$ cat config.mk
export PLATFORM = sky130hd
export DESIGN_NAME = eth_mmio_axil_bridge
export DESIGN_NICKNAME = d
export VERILOG_FILES = /design/src/rtl/eth_mmio_axil_bridge.sv
export SDC_FILE = /design/constraint.sdc
export NUM_CORES = 1
export LEC_CHECK = 0
export ABC_AREA = 1
export ABC_CLOCK_PERIOD_IN_PS = 2200
export CAP_MARGIN = 20
export CELL_PAD_IN_SITES_DETAIL_PLACEMENT = 0
export CELL_PAD_IN_SITES_GLOBAL_PLACEMENT = 2
export CORE_MARGIN = 8
export CORE_UTILIZATION = 21
export DETAILED_ROUTE_END_ITERATION = 8
export PLACE_DENSITY = 0.87
export REMOVE_ABC_BUFFERS = 1
export SYNTH_ARGS = -nofsm -noshare
export SYNTH_HDL_FRONTEND = slang
export SYNTH_SLANG_ARGS = --single-unit
$ cat constraint.sdc
create_clock -name clk_i -period 2.2 [get_ports clk_i]
set_input_delay 0.44 -clock clk_i [delete_from_list [all_inputs] [get_ports clk_i]]
set_output_delay 0.44 -clock clk_i [all_outputs]
set_load 0.02 [all_outputs]
$ cat src/rtl/eth_mmio_axil_bridge.sv
// AXI4-Lite slave to Ethernet controller MMIO bridge.
// Handles one transaction at a time. Write strobes are decoded into an op_size.
// Reads and writes that arrive together are granted round-robin.
// Each read is bounded by a timeout that returns SLVERR.
`timescale 1ns/1ps
module eth_mmio_axil_bridge #(
  parameter int unsigned data_width_p = 64,
  parameter int unsigned addr_width_p = 16,
  parameter int unsigned timeout_p    = 255
) (
  input  logic                      clk_i,
  input  logic                      reset_n_i,
  input  logic [31:0]               s_axil_awaddr_i,
  input  logic                      s_axil_awvalid_i,
  output logic                      s_axil_awready_o,
  input  logic [data_width_p-1:0]   s_axil_wdata_i,
  input  logic [data_width_p/8-1:0] s_axil_wstrb_i,
  input  logic                      s_axil_wvalid_i,
  output logic                      s_axil_wready_o,
  output logic [1:0]                s_axil_bresp_o,
  output logic                      s_axil_bvalid_o,
  input  logic                      s_axil_bready_i,
  input  logic [31:0]               s_axil_araddr_i,
  input  logic                      s_axil_arvalid_i,
  output logic                      s_axil_arready_o,
  output logic [data_width_p-1:0]   s_axil_rdata_o,
  output logic [1:0]                s_axil_rresp_o,
  output logic                      s_axil_rvalid_o,
  input  logic                      s_axil_rready_i,
  output logic [addr_width_p-1:0]   addr_o,
  output logic                      write_en_o,
  output logic                      read_en_o,
  output logic [1:0]                op_size_o,
  output logic [data_width_p-1:0]   write_data_o,
  input  logic [data_width_p-1:0]   read_data_i,
  input  logic                      read_data_v_i
);

  localparam int         StrbW       = int'(data_width_p / 8);
  localparam int         LsbW        = $clog2(StrbW);
  localparam logic [1:0] FullSize    = (data_width_p == 64) ? 2'd3 : 2'd2;
  localparam logic [7:0] TimeoutLast = 8'(timeout_p - 1);
  localparam logic [1:0] RespOkay    = 2'b00;
  localparam logic [1:0] RespSlvErr  = 2'b10;

  localparam logic [2:0] StIdle    = 3'd0;
  localparam logic [2:0] StWrIssue = 3'd1;
  localparam logic [2:0] StWrResp  = 3'd2;
  localparam logic [2:0] StRdIssue = 3'd3;
  localparam logic [2:0] StRdWait  = 3'd4;
  localparam logic [2:0] StRdResp  = 3'd5;

  logic [2:0]              state_q, state_d;
  logic                    ptr_wr_q, ptr_wr_d;   // 1: write wins the next tie
  logic                    en_q;                 // holds off handshakes for one cycle after reset
  logic                    legal_q, legal_d;
  logic [1:0]              bresp_q, bresp_d;
  logic [1:0]              rresp_q, rresp_d;
  logic [data_width_p-1:0] rdata_q, rdata_d;
  logic [7:0]              cnt_q, cnt_d;
  logic [addr_width_p-1:0] addr_q, addr_d;
  logic [1:0]              size_q, size_d;
  logic [data_width_p-1:0] wdata_q, wdata_d;

  logic                    strb_legal;
  logic [1:0]              strb_size;
  logic [LsbW-1:0]         strb_off;
  logic [StrbW-1:0]        mask;
  logic                    grant_wr, grant_rd, idle;
  logic                    unused_addr_bits;

  assign unused_addr_bits = ^{s_axil_awaddr_i[31:addr_width_p], s_axil_awaddr_i[LsbW-1:0],
                              s_axil_araddr_i[31:addr_width_p], s_axil_araddr_i[LsbW-1:0]};

  // Match the strobe against every naturally aligned contiguous lane group.
  always_comb begin
    strb_legal = 1'b0;
    strb_size  = 2'd0;
    strb_off   = '0;
    mask       = '0;
    for (int sz = 0; sz < 4; sz++) begin
      for (int off = 0; off < StrbW; off++) begin
        if (((1 << sz) <= StrbW) && ((off % (1 << sz)) == 0)) begin
          for (int b = 0; b < StrbW; b++) begin
            mask[b] = (b >= off) && (b < off + (1 << sz));
          end
          if (s_axil_wstrb_i == mask) begin
            strb_legal = 1'b1;
            strb_size  = 2'(sz);
            strb_off   = LsbW'(off);
          end
        end
      end
    end
  end

  // Round-robin grant among eligible requests; only evaluated in IDLE.
  always_comb begin
    idle     = (state_q == StIdle) && en_q;
    grant_wr = idle && s_axil_awvalid_i && s_axil_wvalid_i &&
               (ptr_wr_q || !s_axil_arvalid_i);
    grant_rd = idle && s_axil_arvalid_i && !grant_wr;
  end

  // Transaction sequencing and next-state of the latched request/response.
  always_comb begin
    state_d  = state_q;
    ptr_wr_d = ptr_wr_q;
    legal_d  = legal_q;
    bresp_d  = bresp_q;
    rresp_d  = rresp_q;
    rdata_d  = rdata_q;
    cnt_d    = cnt_q;
    addr_d   = addr_q;
    size_d   = size_q;
    wdata_d  = wdata_q;
    case (state_q)
      StIdle: begin
        if (grant_wr) begin
          addr_d   = {s_axil_awaddr_i[addr_width_p-1:LsbW], strb_off};
          size_d   = strb_size;
          wdata_d  = s_axil_wdata_i;
          legal_d  = strb_legal;
          ptr_wr_d = 1'b0;
          state_d  = StWrIssue;
        end else if (grant_rd) begin
          addr_d   = {s_axil_araddr_i[addr_width_p-1:LsbW], {LsbW{1'b0}}};
          size_d   = FullSize;
          ptr_wr_d = 1'b1;
          state_d  = StRdIssue;
        end
      end
      StWrIssue: begin
        bresp_d = legal_q ? RespOkay : RespSlvErr;
        state_d = StWrResp;
      end
      StWrResp: if (s_axil_bready_i) state_d = StIdle;
      StRdIssue: begin
        cnt_d   = 8'd0;
        state_d = StRdWait;
      end
      StRdWait: begin
        if (read_data_v_i) begin
          rdata_d = read_data_i;
          rresp_d = RespOkay;
          state_d = StRdResp;
        end else if (cnt_q == TimeoutLast) begin
          rdata_d = '0;
          rresp_d = RespSlvErr;
          state_d = StRdResp;
        end else begin
          cnt_d = cnt_q + 8'd1;
        end
      end
      StRdResp: if (s_axil_rready_i) state_d = StIdle;
      default:  state_d = StIdle;
    endcase
  end

  // State registers with asynchronous reset.
  always_ff @(posedge clk_i or negedge reset_n_i) begin
    if (!reset_n_i) begin
      state_q  <= StIdle;
      ptr_wr_q <= 1'b1;
      en_q     <= 1'b0;
      legal_q  <= 1'b0;
      bresp_q  <= 2'b00;
      rresp_q  <= 2'b00;
      rdata_q  <= '0;
      cnt_q    <= 8'd0;
      addr_q   <= '0;
      size_q   <= 2'd0;
      wdata_q  <= '0;
    end else begin
      state_q  <= state_d;
      ptr_wr_q <= ptr_wr_d;
      en_q     <= 1'b1;
      legal_q  <= legal_d;
      bresp_q  <= bresp_d;
      rresp_q  <= rresp_d;
      rdata_q  <= rdata_d;
      cnt_q    <= cnt_d;
      addr_q   <= addr_d;
      size_q   <= size_d;
      wdata_q  <= wdata_d;
    end
  end

  assign s_axil_awready_o = grant_wr;
  assign s_axil_wready_o  = grant_wr;
  assign s_axil_arready_o = grant_rd;
  assign s_axil_bvalid_o  = (state_q == StWrResp);
  assign s_axil_bresp_o   = bresp_q;
  assign s_axil_rvalid_o  = (state_q == StRdResp);
  assign s_axil_rresp_o   = rresp_q;
  assign s_axil_rdata_o   = rdata_q;
  assign write_en_o       = (state_q == StWrIssue) && legal_q;
  assign read_en_o        = (state_q == StRdIssue);
  assign addr_o           = addr_q;
  assign op_size_o        = size_q;
  assign write_data_o     = wdata_q;

endmodule

==> flow_summary_export.csv <==
group,metric,value,unit
floorplanning,ioPinCount,365,
grt,grt_max_degree,69,
synth,syn_area_per_cell,8.38,um^2
layout,multiInputGateArea,0.00250,mm^2
drt,first_iter_violations,202,
synth,synth_top_cell_area_share,0.580,
clock_tree,insertion_delay,0.43,ns
clock_tree,root_buffer,"clkbuf_16",
sta,drv_slew,0,
power,power.switching,5.80,mW
worst_setup_path,crit_fanout,4,
clock_tree,cts_tree,"yes",
power,power_leakage,5.51,nW
synth,yosysSeqAreaShare,0.584,
sta,fmax,0.482,GHz
layout,fillCellCount,3415,
drt,vias,6339,
sta,tns,0,ns
drt,viasPerCell,3.92,
layout,antennaDiodeCount,0,
power,combPwrFrac,0.454,
synth,ys_seq_elements,162,
power,p_seq_frac,0.334,
clock_tree,path_clk_slew,0.06,ns
sta,setup_violations,0,
worst_setup_path,reg2reg_slack,0.22,ns
flow_run,cap_viol_max_count,0,
grt,grt_pass1_vias,6671,
layout,utilization,0.351,
clock_tree,clk_path_buf_depth,2,
sta,hold_viol,0,
power,peakVddDrop,0.723,mV
sta,fin_crit_sh,0.943,
synth,synth.distinct_cells,32,
worst_setup_path,reg2reg_depth,10,
floorplanning,die_y,198,um
worst_setup_path,r2r-end,"addr_o[8]$_DFFE_PN0P_",
worst_hold_path,hold_class,"reg2reg",
grt,antenna_found_initial,0,
floorplanning,core_area,0.0325,mm^2
layout,final_common_cell,"nand2_1",
status,outcome,"complete, no violations",
worst_hold_path,hold_end,"s_axil_rdata_o[15]$_DFFE_PN0P_",
sta,rsz0062_at_grt,"false",
place,hpwlAfterDp,18200,um
clock_tree,numCtsBuffers,17,
grt,grt_overflow,0,
floorplanning,start_util,0.213,
worst_hold_path,holdPathStages,2,
layout,seq_area,0.00406,mm^2
drt,final_antenna_net_count,0,
grt,grt_pass1_wl,38200,um
sta,finClkSkew,0.00857,ns
grt,grt_util_all_layers,0.125,
synth,yosys.area.top_type,"dfrtp_1",
clock_tree,clock_sinks,162,
power,switching_share,0.375,
layout,area_growth,64.2,%
floorplanning,die_area,0.0391,mm^2
worst_setup_path,cp.arrival,1.63,ns
drt,routed_wl,24300,um
place,io_buffer_count,324,
worst_setup_path,timing.rr.start,"ptr_wr_q$_DFFE_PN1P_",
place,gp_congestion,0.790,
power,p_int,9.66,mW
drt,drc,0,
clock_tree,htreeDepth,4,
floorplanning,rows,66,
synth,yosys_warnings,0,
sta,finalCriticalPeriod,2.07,ns
drt,avgRoutedWirePerCell,15.0,um
worst_hold_path,min_from,"s_axil_rdata_o[15]$_DFFE_PN0P_",
synth,synthCells,829,
drt,firstDrtPassIters,4,
worst_setup_path,critical_path_class,"reg2out",
power,power_density,1350,mW/mm^2
worst_setup_path,cp-start-kind,"flip-flop",
layout,layout.cells.most_common_list,"nand2_1, clkdlybuf4s50_1, dfrtp_1",
layout,drive_above_1_share,0.0689,
layout,nets,1374,
floorplanning,die_w,198,um
worst_setup_path,required,1.76,ns
worst_setup_path,endpoint_kind,"primary output",
synth,syn-cell-area,0.00695,mm^2
power,clkPwrFrac,0.213,
synth,synth.area.top_cells,"dfrtp_1, nand2_1, buf_6",
==> cells by family after synthesis <==
logic type	count (synthesis)	share of synthesized area
compound gates	39	0.0283
xor+xnor	3	0.00378
fa+ha+maj	2	0.00360
buf+inv	68	0.0576
flops	162	0.584
other cells	2	0.00108
simple gates	553	0.322
==> worst max path at each step <==
stage                      startpoint                endpoint  slack, ns  depth (start not counted)
2_1_floorplan  state_q[1]$_DFFE_PN0P_  state_q[2]$_DFFE_PN0P_      -0.47                          8
3_3_place_gp         s_axil_arvalid_i        s_axil_awready_o      -0.20                          5
3_5_place_dp         s_axil_arvalid_i        s_axil_awready_o      -0.20                          5
4_1_cts          ptr_wr_q$_DFFE_PN1P_        s_axil_awready_o     0.0002                          5
5_1_grt        state_q[1]$_DFFE_PN0P_              write_en_o       0.04                          4
6_report       state_q[2]$_DFFE_PN0P_         s_axil_bvalid_o       0.13                          3
==> layer usage <==
metal	share of wire	track usage	wire, um
met1	0.43	0.146	10400
met2	0.44	0.194	10700
met3	0.12	0.0686	2940
met4	0.011	0.0379	279
met5	0	0	0
==> worst max-delay path, cell delays in order, from the launching register on <==
cell and delay, ns:
dfrtp_1 0.38, buf_4 0.16, nor3_1 0.27, dlygate4sd2_1 0.40
==> registers in the layout (all words and copies together) (netlist names) <==
| signal | count |
|---|---|
| s_axil_rdata_o | 64 |
| ptr_wr_q | 1 |
| op_size_o | 2 |
| en_q | 1 |
| s_axil_rresp_o | 1 |
| write_data_o | 64 |
| state_q | 3 |
| cnt_q | 8 |
| legal_q | 1 |
| s_axil_bresp_o | 1 |
| addr_o | 16 |
==> Yosys cell counts <==
library cell	n
nor2_2	2
and2_1	1
a21oi_1	4
buf_2	11
nand2_4	2
xnor2_1	1
nand2_2	1
o21ai_0	22
nor3_4	1
nor3_1	5
nor2_1	33
nand3b_1	1
or2_2	4
buf_4	11
nand4_1	7
nand3_2	2
or2_1	9
inv_1	28
inv_2	3
xor2_1	2
ha_1	2
conb_1	2
nand3_1	16
buf_6	12
dfrtp_1	161
nor2_4	2
nand3_4	1
clkbuf_1	3
a31oi_1	1
nand2_1	466
o21ai_1	12
dfstp_2	1
==> stage by stage <==
| step | hold WS (ns) | std cells | total power, mW | worst slack [ns] | cell area [um^2] |
|---|---|---|---|---|---|
| after floorplan | 0.144 | 793 | 8.30 | -0.470 | 6670 |
| after global placement | 0.384 | 1585 | 12.3 | -0.195 | 10800 |
| after detailed placement | 0.384 | 1585 | 12.3 | -0.200 | 10800 |
| after CTS | 0.474 | 1617 | 15.7 | 0.000232 | 11400 |
| after global routing | 0.482 | 1618 | 16.5 | 0.0361 | 11400 |
| final | 0.469 | 1618 | 15.5 | 0.125 | 11400 |
==> power by group through the flow <==
stage                     sequential [mW]  combinational, mW  clock, mW
after global routing                 5.35               7.62       3.53
after CTS                            5.18               7.14       3.42
after floorplan                      6.79               1.51          0
after global placement               5.14               7.12          0
after detailed placement             5.20               7.14          0
final                                5.15               7.01       3.29
==> repair_timing <==
action,4_1_cts,5_1_grt
resized for setup,12,3
setup endpoints to repair,7,3
endpoints found under the hold margin,28,0
hold buffers,1,0
buffers inserted,0,1
==> layout make-up <==
| type | instances | area share |
|---|---|---|
| sequential | 162 | 0.355 |
| inverter | 31 | 0.0102 |
| tap | 442 | 0.0485 |
| timing repair buffer | 352 | 0.311 |
| clock buffer | 19 | 0.0380 |
| clock inverter | 12 | 0.0179 |
| multi-input combinational | 600 | 0.219 |
No activity file was read; power rests on OpenSTA's default activity.
